===== src/rtl/spi_pkg.sv =====
// Shared types and constants for the clk-domain SPI receiver.
package spi_pkg;

   localparam int SPI_DATA_W = 12;

   typedef enum logic [1:0] {
      RX_IDLE,
      RX_SHIFT
   } spi_rx_state_t;

endpackage


===== src/rtl/spi_sync.sv =====
// N-flop synchronizer for one asynchronous pin; resets to the idle bus level.
module spi_sync #(
   parameter int   STAGES  = 2,
   parameter logic RST_VAL = 1'b0
) (
   input  logic clk,
   input  logic rst,
   input  logic d,
   output logic q
);

   logic [STAGES-1:0] ff;

   // Shift the pin through the flop chain; the last flop is the clean copy.
   always_ff @(posedge clk or posedge rst) begin
      if (rst) begin
         ff <= {STAGES{RST_VAL}};
      end else begin
         // NOTE: non-blocking assignment so every flop samples the pre-edge value of its neighbour.
         ff <= {ff[STAGES-2:0], d};
      end
   end

   assign q = ff[STAGES-1];

endmodule


===== src/rtl/spi_slave_rx.sv =====
// Clk-domain SPI receiver: oversamples sclk/cs/mosi, reassembles an LSB-first
// frame of DATA_W bits, strobes done on a good frame and frame_err otherwise.
// Optional macro SPI_RX_MISO_EN adds a registered miso response driven from tx_data.
module spi_slave_rx
   import spi_pkg::*;
#(
   parameter int DATA_W      = SPI_DATA_W,
   parameter int SYNC_STAGES = 2
) (
   input  logic              clk,
   input  logic              rst,
   input  logic              sclk,
   input  logic              cs,
   input  logic              mosi,
`ifdef SPI_RX_MISO_EN
   input  logic [DATA_W-1:0] tx_data,
   output logic              miso,
`endif
   output logic [DATA_W-1:0] dout,
   output logic              done,
   output logic              frame_err,
   output logic              busy
);

   // Count must reach DATA_W+1 so an over-long frame is distinguishable from a full one.
   localparam int            CNT_W    = $clog2(DATA_W + 2);
   localparam logic [CNT_W-1:0] CNT_FULL = CNT_W'(DATA_W);
   localparam logic [CNT_W-1:0] CNT_MAX  = CNT_W'(DATA_W + 1);

   logic sclk_s, cs_s, mosi_s;
   logic sclk_d, cs_d;
   logic sclk_fall, cs_fall, cs_rise;

   logic [SYNC_STAGES-1:0] flush_q;
   logic                   armed_q;

   spi_rx_state_t     state_q, state_d;
   logic [CNT_W-1:0]  cnt_q, cnt_d;
   logic [DATA_W-1:0] shreg_q, shreg_d;
   logic [DATA_W-1:0] dout_d;
   logic              done_d, err_d;

   spi_sync #(.STAGES(SYNC_STAGES), .RST_VAL(1'b0)) u_sync_sclk (.clk(clk), .rst(rst), .d(sclk), .q(sclk_s));
   spi_sync #(.STAGES(SYNC_STAGES), .RST_VAL(1'b1)) u_sync_cs   (.clk(clk), .rst(rst), .d(cs),   .q(cs_s));
   spi_sync #(.STAGES(SYNC_STAGES), .RST_VAL(1'b0)) u_sync_mosi (.clk(clk), .rst(rst), .d(mosi), .q(mosi_s));

   // Delayed copies of the synchronized pins for edge detection.
   always_ff @(posedge clk or posedge rst) begin
      if (rst) begin
         sclk_d <= 1'b0;
         cs_d   <= 1'b1;
      end else begin
         sclk_d <= sclk_s;
         cs_d   <= cs_s;
      end
   end

   // Arm frame start only after cs has been seen high with the synchronizer flushed,
   // so a cs already low at reset release cannot start a frame.
   always_ff @(posedge clk or posedge rst) begin
      if (rst) begin
         flush_q <= '0;
         armed_q <= 1'b0;
      end else begin
         flush_q <= {flush_q[SYNC_STAGES-2:0], 1'b1};
         armed_q <= armed_q | (flush_q[SYNC_STAGES-1] & cs_s);
      end
   end

   assign sclk_fall = ~sclk_s & sclk_d;
   assign cs_fall   = ~cs_s & cs_d & armed_q;
   assign cs_rise   = cs_s & ~cs_d;

   // State register.
   always_ff @(posedge clk or posedge rst) begin
      if (rst) state_q <= RX_IDLE;
      else     state_q <= state_d;
   end

   // Next-state, shift/count and strobe decisions; a coincident sclk_fall is
   // folded into the count before cs_rise judges the frame length.
   always_comb begin
      // NOTE: every output of this block gets a default first so no path leaves one unassigned (no latch).
      state_d = state_q;
      cnt_d   = cnt_q;
      shreg_d = shreg_q;
      dout_d  = dout;
      done_d  = 1'b0;
      err_d   = 1'b0;
      case (state_q)
         RX_IDLE: begin
            if (cs_fall) begin
               cnt_d   = '0;
               state_d = RX_SHIFT;
            end
         end
         RX_SHIFT: begin
            if (sclk_fall) begin
               shreg_d = {mosi_s, shreg_q[DATA_W-1:1]};
               if (cnt_q != CNT_MAX) cnt_d = cnt_q + CNT_W'(1);
            end
            if (cs_rise) begin
               if (cnt_d == CNT_FULL) begin
                  dout_d = shreg_d;
                  done_d = 1'b1;
               end else begin
                  err_d = 1'b1;
               end
               state_d = RX_IDLE;
            end
         end
         default: state_d = RX_IDLE;
      endcase
   end

   // Datapath and registered outputs.
   always_ff @(posedge clk or posedge rst) begin
      if (rst) begin
         cnt_q     <= '0;
         shreg_q   <= '0;
         dout      <= '0;
         done      <= 1'b0;
         frame_err <= 1'b0;
         busy      <= 1'b0;
      end else begin
         cnt_q     <= cnt_d;
         shreg_q   <= shreg_d;
         dout      <= dout_d;
         done      <= done_d;
         frame_err <= err_d;
         busy      <= (state_d == RX_SHIFT);
      end
   end

`ifdef SPI_RX_MISO_EN
   localparam int IDX_W = $clog2(DATA_W);

   logic [DATA_W-1:0] shadow_q, shadow_d;
   logic              miso_d;

   // Response word is latched at frame start; miso presents the bit for the current count.
   always_comb begin
      shadow_d = shadow_q;
      miso_d   = 1'b0;
      if (state_q == RX_IDLE && cs_fall) shadow_d = tx_data;
      if (state_d == RX_SHIFT && !cs_s && cnt_d < CNT_FULL)
         miso_d = shadow_d[cnt_d[IDX_W-1:0]];
   end

   // Shadow register and registered miso.
   always_ff @(posedge clk or posedge rst) begin
      if (rst) begin
         shadow_q <= '0;
         miso     <= 1'b0;
      end else begin
         shadow_q <= shadow_d;
         miso     <= miso_d;
      end
   end
`endif

endmodule


===== config.mk =====
export PLATFORM = sky130hd
export DESIGN_NAME = spi_slave_rx
export DESIGN_NICKNAME = d
export VERILOG_FILES = /design/src/rtl/spi_pkg.sv /design/src/rtl/spi_sync.sv /design/src/rtl/spi_slave_rx.sv
export SDC_FILE = /design/constraint.sdc
export NUM_CORES = 1
export LEC_CHECK = 0
export ABC_AREA = 1
export CORE_UTILIZATION = 35
export CTS_CLUSTER_SIZE = 28
export DETAILED_ROUTE_END_ITERATION = 6
export GPL_ROUTABILITY_DRIVEN = 0
export RECOVER_POWER = 100
export SLEW_MARGIN = 20
export SYNTH_ARGS = -nofsm -noshare
export SYNTH_HDL_FRONTEND = slang
export SYNTH_HIERARCHICAL = 1
export SYNTH_SLANG_ARGS = --single-unit

===== constraint.sdc =====
create_clock -name clk -period 2.99 [get_ports clk]
set_clock_uncertainty 0.2 [all_clocks]
set_input_delay 0.897 -clock clk [delete_from_list [all_inputs] [get_ports clk]]
set_output_delay 0.897 -clock clk [all_outputs]
set_load 0.05 [all_outputs]

=== Word-level counts from Yosys, hierarchy flattened ===
Cells that the tools add are included.

* Eq/ne operators: 5
* Add/sub/neg operators: 1
* Reductions and logical operators: 4
* Muxes and demuxes: 15
* Bitwise operators: 9

{| class="wikitable"
|+ Operator list
! kind !! number
|-
| 4-bit two-way mux || 4
|-
| 12-bit two-way mux || 1
|-
| 4-bit one-hot mux with 2 select lines || 1
|-
| 1-bit two-way mux || 6
|-
| 1-bit bitwise AND || 5
|-
| 4-bit by 1-bit adder with 4-bit output (second input constant) || 1
|-
| 2-bit by 1-bit equality test with 1-bit output (second input constant) || 2
|-
| 4-bit equality test (second input constant) || 1
|-
| 2-bit two-way mux || 2
|-
| 4-bit != test (second input constant) || 1
|-
| 2-bit one-hot mux with 2 select lines || 1
|-
| 1-bit inverter || 3
|-
| 3-bit AND reduction || 1
|-
| 2-bit logical NOT || 1
|-
| 2-bit != test (second input constant) || 1
|-
| 2-bit AND reduction || 1
|-
| 2-bit nonzero test || 1
|-
| 1-bit OR || 1
|}

* Input port bits: 5
* Word-level logic and storage cells: 48
* Register bits after elaboration: 44
* Output and inout bits: 15

=== Longest topological paths before layout ===
Gate-level depths: netlist (run 1).

* Word-level depth: 8
* Mapped depth: 11
* Depth with buffers taken out: 10

=== Hierarchy ===
The synthesis (run 1) kept the hierarchy.

{| class="wikitable"
|+ By module, submodules not included
! module !! area an instance (sq um) !! instances !! cells each !! sequential area each (sq um)
|-
| spi_slave_rx || 1791.7 || 1 || 212 || 952.2
|-
| spi_sync at u_sync_mosi ... || 53.8 || 2 || 3 || 50.0
|-
| spi_sync at u_sync_cs || 56.3 || 1 || 3 || 52.6
|}

=== Worst setup path after synthesis (run 1) ===
Ideal clock, no wire load.

* Kind: register to register
* From: register cnt_q[0]
* To: register dout[0]
* Setup slack: 1275 ps
* Data arrival time: 1396 ps
* Period minus slack after synthesis: 1715 ps
* Path buffers: 1
* Cell stages (with the launch flop): 11
* Data required time: 2671 ps
* Cell sequence: dfrtp_1 -> ha_1 -> nand3_2 -> nand2_2 -> nand2_1 -> nand2_1 -> nor2_1 -> nand4_2 -> buf_6 -> nand2_1 -> nand2_1

* Word-level cells in the longest chain between the ends: 6

{| class="wikitable"
|+ RTL lines
! element !! RTL line !! source
|-
| start: declaration || spi_slave_rx.sv:38 || <nowiki>logic [CNT_W-1:0] cnt_q, cnt_d;</nowiki>
|-
| start signal: assignment || spi_slave_rx.sv:126 || <nowiki>cnt_q <= cnt_d;</nowiki>
|-
| 4-bit by 1-bit adder with 4-bit output or 4-bit != test (tied branches) || spi_slave_rx.sv:100 || <nowiki>if (cnt_q != CNT_MAX) cnt_d = cnt_q + CNT_W'(1);</nowiki>
|-
| 4-bit two-way mux || spi_slave_rx.sv:100 ||
|-
| 4-bit two-way mux * || spi_slave_rx.sv:98 || <nowiki>if (sclk_fall) begin</nowiki>
|-
| 4-bit two-way mux * || spi_slave_rx.sv:90 || <nowiki>case (state_q)</nowiki>
|-
| 4-bit equality test * || spi_slave_rx.sv:103 || <nowiki>if (cnt_d == CNT_FULL) begin</nowiki>
|-
| 3-bit AND reduction (no source line) * || n/a ||
|-
| end signal: assignment || spi_slave_rx.sv:128 || <nowiki>dout <= dout_d;</nowiki>
|-
| end: declaration || spi_slave_rx.sv:19 || <nowiki>output logic [DATA_W-1:0] dout,</nowiki>
|}

Every way passes the cells marked *; elsewhere a longest branch is shown, timed or not. The select of a mux whose other input is x is not followed.
A chain may end at the register's enable or synchronous reset.

=== Final worst setup path (run 1) ===
* From: register dout[0]
* To: output dout[0]

No word-level cell between the ends.

==> results_dict.tcl, run 1 <==
set metrics [dict create \
    wl_per_cell_um 10.80 \
    drtPass1Iterations 4 \
    cts_made_buffers 5 \
    r2r_end "dout[2]" \
    via_per_inst 4.582 \
    worst_slack_ns 0.3750 \
    die_x_um 76.75 \
    clock.fmax_mhz 382.4 \
    crit_slowest_cell "dlygate4sd3_1" \
    ant_nets 0 \
    tightest_slew_ns 0.9199 \
    hp-class "flip-flop to flip-flop" \
    startpoint "dout[0]" \
    insertion_delay_ns 0.29 \
    ys_ff_latch 44 \
    nNetsFinal 247 \
    crit_family "buffers and inverters" \
    endpoint_kind "output port" \
    min_delay_path_depth 0 \
    arrival_ns 1.52 \
    fin_crit_sh_pct 87.46 \
    dp_hpwl_um 2281 \
    yosysTopAreaCellShare_pct 52.46 \
    period_minus_slack_ns 2.615 \
    area_delta_synth_final_pct 17.34 \
    place_ws_ns 0.7628 \
    tritoncts "yes" \
    power.density_nw_per_um2 542.5 \
    synth_nets 228 \
    clockRootBuffer "clkbuf_8" \
    cp.depth 1 \
    crit_end "dout[0]" \
    synthMostInstantiatedCell "nand2_1" \
    path_clk_slew_ns 0.08 \
    finalWirelength_um 3358 \
    drc 0 \
    stdcell_area_um2 2295 \
    drtIter0Drc 94 \
    coreArea_um2 5238 \
    synth_edf_count 0 \
    antennaDiodeCount 0 \
    drv_cap 0 \
    crit_buf_inv 1 \
    vdd_drop_max_mv 0.4058 \
    reg2reg_from "cnt_q[1]" \
    synth_area_per_cell_um2 8.849 \
    fp-row-count 26 \
    setup_violations 0 \
    initial_core_util_pct 37.34 \
    gr-total-overflow 0 \
    postCtsSetupBuffers 0 \
    synth_commonest_cells "69 x nand2_1, 41 x dfrtp_1, 27 x inv_1" \
    r2r_setup_slack_ns 0.44 \
    drive_gt1_share_pct 8.299 \
    yosysSeqAreaShare_pct 56.49 \
    clock-sinks 44 \
    cts_resized 0 \
    synth_cells 221 \
    fin_tns_setup_ns 0 \
    status "finished clean" \
    die_h_um 76.75 \
    power.leakage_nw 1.177 \
    place_area_um2 2188 \
    max_stage_delay_ns 0.87 \
    rsz0062_at_grt "false" \
    rr_worst_depth 9 \
    grt_pass1_vias 1318 \
    ys_warn_count 6 \
    fillCellCount 510 \
    drv_slew 0 \
    cts.path.max_buffers 2 \
    vias 1425 \
    cp.required_ns 1.89 \
    ys.flop_type "dfrtp_1" \
    die_area_um2 5891 \
    async_flop_share_pct 100.0 \
    hold_viol 0 \
    netlist_top_cells_area "dfrtp_1 52%, nand2_1 13%, o21ai_0 6.4%" \
    synth_cell_types 23 \
    pin_count 20 \
    worstSetupPathType "flip-flop to output port" \
    grt_usage_pct 12.69 \
    synth_area_um2 1956 \
    grt_pass1_wl_um 5913 \
    antenna_found_initial 0 \
    htreeDepth 2 \
    cts_hold_buf 0 \
    grt_max_degree 39 \
    port_buffers 19 \
    power_mw 1.245 \
    crit_path_max_fanout 2 \
    slew_headroom_pct 38.67 \
    cp-start-kind "flip-flop" \
    yosys.area.top_type "dfrtp_1" \
    cp_cell_sequence "dlygate4sd3_1" \
]
[cells in the final DEF (no fill, tap or decap), drive strengths merged]
master        n
a21boi        1
a21o          1
a22oi         2
buf           1
bufinv        1
clkbuf        7
clkinv        1
conb          2
dfrtp        41
dfstp         3
dlygate4sd3  19
ha            2
inv          29
nand2        73
nand3        10
nand4        14
nor2          6
o21ai        25
o22ai         3
[metal layers]
metal	GRT usage, %	vias to the layer above	part of all wire, %
met5	0	-	0
met2	19.46	21	43
met1	17.02	655	52
li1	-	745	-
met4	5.192	0	1.1
met3	3.214	4	3.4
[area by class of cell]
type	instances	area, µm²	share of cell area, %
Clock buffer	6	82.58	3.599
Multi-Input combinational cell	139	669.4	29.17
Tap cell	70	87.58	3.817
Clock inverter	2	38.79	1.690
Sequential cell	44	1105	48.15
Timing Repair Buffer	21	202.7	8.833
Inverter	29	108.9	4.744
[cell families after synthesis]
logic type | count (synthesis) | share of synthesized area, %
flops | 44 | 56.49
other cells | 2 | 0.3840
compound gates | 32 | 8.893
buf+inv | 38 | 8.637
simple gates | 103 | 24.31
fa+ha+maj | 2 | 1.279
[power breakdown]
group	total (mW)	switching, mW	internal, mW
logic	0.132	0.0914	0.0408
registers	0.641	0.0181	0.623
clock network	0.472	0.199	0.273
[sequential cells by signal, indices dropped and copies added (netlist names)]
| signal | cells |
|---|---|
| done | 1 |
| cnt_q | 4 |
| busy | 1 |
| state_q | 2 |
| shreg_q | 12 |
| sclk_d | 1 |
| u_sync_cs/ff | 2 |
| frame_err | 1 |
| flush_q | 2 |
| u_sync_mosi/ff | 2 |
| cs_d | 1 |
| armed_q | 1 |
| dout | 12 |
| u_sync_sclk/ff | 2 |
[how the worst min path moves through the flow]
stage / endpoint / startpoint / slack [ns]
floorplan: flush_q[1] / flush_q[0] / 0.13
global placement: u_sync_mosi/ff[1] / u_sync_mosi/ff[0] / 0.13
detailed placement: u_sync_sclk/ff[1] / u_sync_sclk/ff[0] / 0.14
CTS: u_sync_sclk/ff[1] / u_sync_sclk/ff[0] / 0.16
global route: flush_q[1] / flush_q[0] / 0.16
finish: u_sync_sclk/ff[1] / u_sync_sclk/ff[0] / 0.15
[through the flow]
step	std cells	hold WS, ns	util, %
5_1_grt	311	0.1590	43.81
3_5_place_dp	303	0.1364	41.78
4_1_cts	311	0.1562	44.10
6_report	311	0.1525	43.81
3_3_place_gp	303	0.1320	41.78
2_1_floorplan	221	0.1312	-
(Power assumes the default switching activity.)
==> run 2: changes to the inputs <==
--- a/config.mk
+++ b/config.mk
@@ -10,6 +10,7 @@
 export CTS_CLUSTER_SIZE = 28
 export DETAILED_ROUTE_END_ITERATION = 6
 export GPL_ROUTABILITY_DRIVEN = 0
+export MAX_ROUTING_LAYER = met4
 export RECOVER_POWER = 100
 export SLEW_MARGIN = 20
 export SYNTH_ARGS = -nofsm -noshare
==> run 2 against run 1 <==
Compared with the run above: hold slack is the same; sequential share of layout area is the same; non-clock buffer count stayed put; flip-flop and latch count stayed put; combinational power about the same; utilization stayed put; via count unchanged; design area did not move; setup slack hardly changed; first-iteration DRC count stayed put; clock-buffer cell count did not move.
==> results_dict.tcl, run 2 (synthesized netlist as in run 1, its figures left out) <==
set metrics [dict create \
    crit_slowest_cell "dlygate4sd3_1" \
    path_clk_slew_ns 0.08 \
    clock.fmax_mhz 382.4 \
    drv_cap 0 \
    status "finished clean" \
    reg.largest.list "dout x12, shreg_q x12, cnt_q x4" \
    layout_commonest_cell "nand2_1" \
    max_stage_delay_ns 0.87 \
    via_per_inst 4.582 \
    crit_path_max_fanout 2 \
    rsz0062_at_grt "false" \
    clockRootBuffer "clkbuf_8" \
    power.density_nw_per_um2 542.5 \
    slew_headroom_pct 38.67 \
    tritoncts "yes" \
    arrival_ns 1.52 \
    grt_pass1_vias 1318 \
    power.leakage_nw 1.177 \
    layout_common_cells "70 x nand2_1, 41 x dfrtp_1, 27 x inv_1" \
    tightest_slew_ns 0.9199 \
    vias 1425 \
    gr-total-overflow 0 \
    cts.path.max_buffers 2 \
    coreArea_um2 5238 \
    cp_cell_sequence "dlygate4sd3_1" \
    drv_slew 0 \
    cp-start-kind "flip-flop" \
    period_minus_slack_ns 2.615 \
    drtIter0Drc 94 \
    nNetsFinal 247 \
    endpoint_kind "output port" \
    pin_count 20 \
    postCtsSetupBuffers 0 \
    area_delta_synth_final_pct 17.34 \
    clock-sinks 44 \
    drtPass1Iterations 4 \
    cp.required_ns 1.89 \
    cts_resized 0 \
    worstSetupPathType "flip-flop to output port" \
    insertion_delay_ns 0.29 \
    drive_gt1_share_pct 8.299 \
    worst_slack_ns 0.3750 \
    fp-row-count 26 \
    cts_hold_buf 0 \
    fillCellCount 510 \
    grt_pass1_wl_um 5913 \
    crit_buf_inv 1 \
    die_area_um2 5891 \
    antenna_found_initial 0 \
    die_x_um 76.75 \
    hp-class "flip-flop to flip-flop" \
    fin_crit_sh_pct 87.46 \
    place_ws_ns 0.7628 \
    cts_made_buffers 5 \
    grt_usage_pct 13.06 \
    hold_viol 0 \
    initial_core_util_pct 37.34 \
    crit_family "buffers and inverters" \
    vdd_drop_max_mv 0.4058 \
    htreeDepth 2 \
    ant_nets 0 \
    fin_tns_setup_ns 0 \
    drc 0 \
    port_buffers 19 \
    dp_hpwl_um 2281 \
    setup_violations 0 \
    die_h_um 76.75 \
    finalWirelength_um 3358 \
    antennaDiodeCount 0 \
    grt_max_degree 39 \
    wl_per_cell_um 10.80 \
]
-- run 2: power breakdown --
group          internal, mW  leakage [nW]  switching [mW]
clock network         0.273        0.0614           0.199
registers             0.623         0.576          0.0181
logic                0.0408         0.540          0.0914
-- run 2: stage by stage --
| step | cells | utilization, % | hold WS, ns | instance area [µm²] | power [mW] |
|---|---|---|---|---|---|
| 2_1_floorplan | 221 | - | 0.1312 | 1956 | 0.7596 |
| 3_3_place_gp | 303 | 41.78 | 0.1320 | 2188 | 0.7864 |
| 3_5_place_dp | 303 | 41.78 | 0.1364 | 2188 | 0.7899 |
| 4_1_cts | 311 | 44.10 | 0.1562 | 2310 | 1.263 |
| 5_1_grt | 311 | 43.81 | 0.1590 | 2295 | 1.301 |
| 6_report | 311 | 43.81 | 0.1525 | 2295 | 1.245 |
-- run 2: layout make-up --
cell class              instances  area [µm²]  area share [%]
multi-input cells             139       669.4           29.17
flip-flops and latches         44        1105           48.15
inverters                      29       108.9           4.744
well taps                      70       87.58           3.817
repair buffers                 21       202.7           8.833
clock buffers                   6       82.58           3.599
clock inverters                 2       38.79           1.690
-- run 2: routing by layer --
metal	GRT usage (%)	part of all wire, %	wire length (µm)	vias up
li1	-	-	-	745
met1	17.02	52	1752	655
met2	19.46	43	1453	21
met3	3.214	3.4	115	4
met4	5.192	1.1	38	0
met5	-	0	0	-
-- run 2: path summary, 6_finish.rpt --
path / end / start / cells past startpoint / slack [ns]
worst min register to register: u_sync_sclk/ff[1] / u_sync_sclk/ff[0] / 0 / 0.15
min in group asynchronous: u_sync_sclk/ff[0] / rst / 2 / 0.75
worst min-delay path: u_sync_sclk/ff[1] / u_sync_sclk/ff[0] / 0 / 0.15
worst max-delay path: dout[0] / dout[0] / 1 / 0.38
worst max register to register: dout[2] / cnt_q[1] / 9 / 0.44
max in group asynchronous: dout[2] / rst / 3 / 0.83
==> run 3: changes to the inputs <==
--- a/config.mk
+++ b/config.mk
@@ -6,6 +6,7 @@
 export NUM_CORES = 1
 export LEC_CHECK = 0
 export ABC_AREA = 1
+export CAP_MARGIN = 20
 export CORE_UTILIZATION = 35
 export CTS_CLUSTER_SIZE = 28
 export DETAILED_ROUTE_END_ITERATION = 6
==> results of run 3 <==
No change in the layout: final DEF, timing and power equal those of run 2.
==> RTL change 1, RTL diff (config.mk and constraints of run 1) <==
`RST_VAL` is set to 1'b0 in 3 places; all go to 1'b1.
--- a/src/rtl/spi_sync.sv
+++ b/src/rtl/spi_sync.sv
@@ -2,5 +2,5 @@
 module spi_sync #(
    parameter int   STAGES  = 2,
-   parameter logic RST_VAL = 1'b0
+   parameter logic RST_VAL = 1'b1
 ) (
    input  logic clk,
--- a/src/rtl/spi_slave_rx.sv
+++ b/src/rtl/spi_slave_rx.sv
@@ -41,7 +41,7 @@
    logic              done_d, err_d;
 
-   spi_sync #(.STAGES(SYNC_STAGES), .RST_VAL(1'b0)) u_sync_sclk (.clk(clk), .rst(rst), .d(sclk), .q(sclk_s));
+   spi_sync #(.STAGES(SYNC_STAGES), .RST_VAL(1'b1)) u_sync_sclk (.clk(clk), .rst(rst), .d(sclk), .q(sclk_s));
    spi_sync #(.STAGES(SYNC_STAGES), .RST_VAL(1'b1)) u_sync_cs   (.clk(clk), .rst(rst), .d(cs),   .q(cs_s));
-   spi_sync #(.STAGES(SYNC_STAGES), .RST_VAL(1'b0)) u_sync_mosi (.clk(clk), .rst(rst), .d(mosi), .q(mosi_s));
+   spi_sync #(.STAGES(SYNC_STAGES), .RST_VAL(1'b1)) u_sync_mosi (.clk(clk), .rst(rst), .d(mosi), .q(mosi_s));
 
    // Delayed copies of the synchronized pins for edge detection.
Function: no difference found for any inputs over 10 cycles, from zero or initial values and one cycle with rst high; that may be too few to reach the edited logic, so the function may still have changed.
==> RTL change 1 against run 1 <==
- global-route usage is 0.93 points higher
- via count is 1.1% higher
- power is 4.8% higher
- register-to-register slack better by 80 ps
- final area is 1.1% higher
- wire length is 3.9% higher
- sequential cell count stayed put
- worst hold slack better by 7.2 ps
- die area is 0.25% higher
- area after synthesis is 0.26% higher
- setup slack worse by 15 ps
- critical path depth stayed put
==> RTL change 1: results (changes against run 1) <==
stage,metric,value,unit,change
pwr,leakage,0.00118,uW,about the same
worst_setup_path,r2r-start,u_sync_sclk/ff[1],,was cnt_q[1]
synth,ys_seq_area_share,56.6,%,was 56.5%
placement,dpl.hpwl,2.40,mm,was 2.28 mm
clocking,cts.htree.levels,2,,unchanged
layout,n_antenna_cell,0,,unchanged
pwr,vdd_ir_drop_max,0.258,mV,was 0.406 mV
drt,vias,1441,,was 1425
worst_setup_path,cp_top_family,buffers and inverters,,unchanged
drt,firstDrtPassIters,4,,unchanged
worst_setup_path,reg2reg_depth,8,,was 9
worst_setup_path,reg2reg_slack,520,ps,was 440 ps
worst_setup_path,path_max_fanout,2,,unchanged
global_route,grt_pass1_wl,6.29,mm,was 5.91 mm
layout,top_regs,"dout x12, shreg_q x12, cnt_q x4",,unchanged
clocking,postCtsSetupBuffers,0,,unchanged
hold_path,hold_class,flip-flop to flip-flop,,unchanged
clocking,cts_resized,0,,unchanged
drt,drt_iter0_markers,109,,was 94
global_route,grt_max_degree,39,,unchanged
synth,yosys_warnings,6,,unchanged
sta,tightest_slew,917,ps,was 920 ps
worst_setup_path,startpoint,dout[5],,was dout[0]
drt,wirelength,3.49,mm,was 3.36 mm
layout,drive_gt1_share,9.50,%,was 8.30%
synth,synth.area.top_cells,"dfrtp_1, nand2_1, dfstp_2",,"was dfrtp_1, nand2_1, o21ai_0"
worst_setup_path,crit_path_top_delay_cell,dlygate4sd3_1,,unchanged
clocking,cts_buffers,5,,unchanged
layout,final.fill_count,498,,was 510
global_route,track_usage,13.6,%,was 12.7%
worst_setup_path,critPathCapture,dout[5],,was dout[0]
worst_setup_path,arrival,1530,ps,
layout,nets,248,,was 247
placement,io_buffer_count,19,,unchanged
synth,netlist_top_cells_count,"nand2_1, dfrtp_1, inv_1",,unchanged
run_status,run_status,finished clean,,unchanged
synth,synth_fp_nets,228,,unchanged
synth,synth_ff_type,dfrtp_1,,unchanged
pwr,intPower,1000,uW,was 937 uW
==> RTL change 1: kinds of logic (layout without fill, tap and decap cells) <==
| kind of cell | after synthesis | in the layout | share of synthesized area [%] |
|---|---|---|---|
| AOI/OAI and AO/OA | 32 | 32 | 8.87 |
| DFF | 44 | 44 | 56.6 |
| and+or+nand+nor | 103 | 103 | 24.2 |
| adders and majority gates | 2 | 2 | 1.28 |
| other | 2 | 2 | 0.383 |
| buffers and inverters | 38 | 59 | 8.62 |
==> RTL change 1: power by group through the flow <==
| stage | Combinational (uW) | Clock (uW) | Sequential [uW] |
|---|---|---|---|
| 3_5_place_dp | 139 | 0 | 655 |
| 3_3_place_gp | 136 | 0 | 654 |
| 6_report | 134 | 527 | 643 |
| 4_1_cts | 139 | 545 | 644 |
| 5_1_grt | 154 | 569 | 646 |
| 2_1_floorplan | 106 | 0 | 656 |
==> RTL change 1: worst min path at each step <==
stage,from,to,slack [ps],cells past startpoint
2_1_floorplan,flush_q[0],flush_q[1],130,0
3_3_place_gp,flush_q[0],flush_q[1],130,0
3_5_place_dp,flush_q[0],flush_q[1],140,0
4_1_cts,flush_q[0],flush_q[1],160,0
5_1_grt,flush_q[0],flush_q[1],150,0
6_report,flush_q[0],flush_q[1],160,0
==> RTL change 1: stage by stage <==
| stage | cell area, um^2 | hold WS, ps | instances | worst slack, ps |
|---|---|---|---|---|
| after floorplan | 1960 | 131 | 221 | 1030 |
| after global placement | 2200 | 134 | 304 | 764 |
| after detailed placement | 2200 | 143 | 304 | 751 |
| after CTS | 2330 | 160 | 312 | 414 |
| after global routing | 2320 | 152 | 312 | 222 |
| final | 2320 | 160 | 312 | 360 |
==> RTL change 1: cell type report <==
class / count / share of cell area [%]
clock buffer: 6 / 3.13
clock inverter: 2 / 2.59
inverter: 29 / 4.69
multi-input combinational: 139 / 29.1
sequential: 44 / 47.8
tap: 70 / 3.78
timing repair buffer: 22 / 8.90
==> RTL change 1: per-layer routing <==
layer | vias to the layer above | track usage, % | wire, um
met5 | - | 0 | 0
met4 | 0 | 5.19 | 44
li1 | 743 | - | -
met1 | 663 | 16.9 | 1640
met2 | 30 | 22.6 | 1650
met3 | 5 | 3.57 | 148
==> RTL change 2, RTL diff (settings of run 1) <==
Made on the original files. Put one more register stage on the output `frame_err`. The value now appears one clock later. The other outputs are not delayed to match.
--- a/src/rtl/spi_slave_rx.sv
+++ b/src/rtl/spi_slave_rx.sv
@@ -27,4 +27,6 @@
    localparam logic [CNT_W-1:0] CNT_FULL = CNT_W'(DATA_W);
    localparam logic [CNT_W-1:0] CNT_MAX  = CNT_W'(DATA_W + 1);
+
+   logic frame_err_s0;
 
    logic sclk_s, cs_s, mosi_s;
@@ -121,5 +123,5 @@
          dout      <= '0;
          done      <= 1'b0;
-         frame_err <= 1'b0;
+         frame_err_s0 <= 1'b0;
          busy      <= 1'b0;
       end else begin
@@ -128,5 +130,5 @@
          dout      <= dout_d;
          done      <= done_d;
-         frame_err <= err_d;
+         frame_err_s0 <= err_d;
          busy      <= (state_d == RX_SHIFT);
       end
@@ -160,4 +162,8 @@
 `endif
 
+   always_ff @(posedge clk) begin
+      frame_err <= frame_err_s0;
+   end
+
 endmodule
 
Check against the original RTL: not equivalent (a bounded check fails within 10 cycles, from zero or initial values and one cycle with rst high).
==> RTL change 2 against run 1 <==
- final cell count rose by 0.32%
- setup slack got worse by 7.0 ps
- area after synthesis rose by 1.0%
- synthesized cell count rose by 0.45%
- power fell by 7.6%
- sequential cell count rose by 1
- first-iteration DRC count rose by 110%
- non-clock buffer count did not move
- critical path depth did not move
- final area fell by 0.38%
- wire length rose by 0.74%
- critical path type unchanged
- critical endpoint is now dout[3]
- largest power group unchanged
==> RTL change 2: results (changes against run 1) <==
stage,metric,value,unit,change
run_status,run_status,finished clean,,unchanged
drt,drt_iter0_markers,193,,was 94
clocking,root_buffer,clkbuf_8,,unchanged
global_route,antenna_found_initial,0,,unchanged
synth,synth.area.top_cells,"dfrtp_1, nand2_1, o21ai_0",,unchanged
drt,vias,1453,,was 1425
synth,synth_cell_types,24,,was 23
hold_path,hold_class,flip-flop to flip-flop,,unchanged
clocking,cts.htree.levels,2,,unchanged
global_route,first_global_vias,1412,,was 1318
clocking,clk_pin_slew_worst_paths,80,ps,about the same
placement,dpl.hpwl,2.36,mm,was 2.28 mm
global_route,track_usage,13.7,%,was 12.7%
pwr,vdd_ir_drop_max,0.218,mV,was 0.406 mV
layout,n_antenna_cell,0,,unchanged
clocking,clock_latency,290,ps,about the same
layout,top_regs,"dout x12, shreg_q x12, cnt_q x4",,unchanged
pwr,leakage,0.00117,uW,was 0.00118 uW
synth,synth_fp_nets,229,,was 228
drt,wirelength,3.38,mm,was 3.36 mm
worst_setup_path,slowest_delay,870,ps,about the same
worst_setup_path,path_max_fanout,2,,unchanged
synth,ys_seq_area_share,56.9,%,was 56.5%
worst_setup_path,crit_path_top_delay_cell,dlygate4sd3_1,,unchanged
global_route,grt_pass1_wl,6.34,mm,was 5.91 mm
layout,final.fill_count,541,,was 510
layout,drive_gt1_share,8.26,%,was 8.30%
clocking,postCtsSetupBuffers,0,,unchanged
clocking,clockBufferDepth,2,,unchanged
layout,nets,248,,was 247
sta,tightest_slew,933,ps,was 920 ps
synth,synthArstFlopShare,97.8,%,was 100%
[RTL change 2: cell types whose count changed after synthesis, sizes merged]
cell	change
dfxtp	+1
[RTL change 2: cell type report]
| cell class | count | share of cell area (%) |
|---|---|---|
| clock buffers | 6 | 3.17 |
| clock inverters | 2 | 0.657 |
| inverters | 29 | 4.76 |
| multi-input cells | 139 | 29.5 |
| flip-flops and latches | 45 | 49.2 |
| well taps | 70 | 3.83 |
| repair buffers | 21 | 8.87 |
[RTL change 2: report_power, final]
| part | switching (uW) | internal [uW] | leakage, uW |
|---|---|---|---|
| sequential | 16.8 | 636 | 0.000584 |
| combinational | 91.6 | 40.7 | 0.000547 |
| clock | 200 | 165 | 0.0000374 |
| total | 308 | 842 | 0.00117 |
[RTL change 2: metal layers]
layer / vias up / GRT usage (%) / share of wire (%)
li1: 746 / - / -
met1: 677 / 17.4 / 49
met2: 26 / 21.9 / 46
met3: 4 / 3.21 / 3.4
met4: 0 / 6.79 / 1.8
met5: - / 0 / 0
[RTL change 2: kinds of logic (layout without fill, tap and decap cells)]
group	after synthesis	count (layout)	synth area share, %
other	2	2	0.380
buffers and inverters	38	58	8.55
AO/OA/AOI/OAI	32	32	8.80
flip-flops	45	45	56.9
AND/OR/NAND/NOR	103	103	24.1
adder cells (fa/ha/maj)	2	2	1.27
[RTL change 2: final timing paths]
path / from / end / slack (ps) / depth (start not counted)
worst max-delay path: dout[3] / dout[3] / 370 / 1
worst min register to register: frame_err_s0 / frame_err / 150 / 0
min in group asynchronous: rst / u_sync_mosi/ff[0] / 750 / 2
max in group asynchronous: rst / shreg_q[6] / 820 / 3
worst max register to register: cnt_q[1] / dout[3] / 750 / 9
worst min-delay path: frame_err_s0 / frame_err / 150 / 0
[RTL change 2: worst register-to-register path: stages, from the launching register on]
cell and delay, ps:
dfrtp_1 410, inv_1 100, ha_1 160, nand3_1 220
inv_1 110, nand2_1 80, nand3_2 260, nand4_2 370
nand2_1 160, nand2_1 70
[RTL change 2: stage by stage]
| stage | area [um^2] | utilization (%) | total power, uW | cells | worst slack, ps |
|---|---|---|---|---|---|
| global route | 2290 | 43.4 | 1220 | 312 | 321 |
| global placement | 2210 | 41.9 | 802 | 304 | 766 |
| floorplan | 1980 | - | 774 | 222 | 1030 |
| CTS | 2300 | 43.6 | 1180 | 312 | 417 |
| finish | 2290 | 43.4 | 1150 | 312 | 368 |
| detailed placement | 2210 | 41.9 | 803 | 304 | 745 |
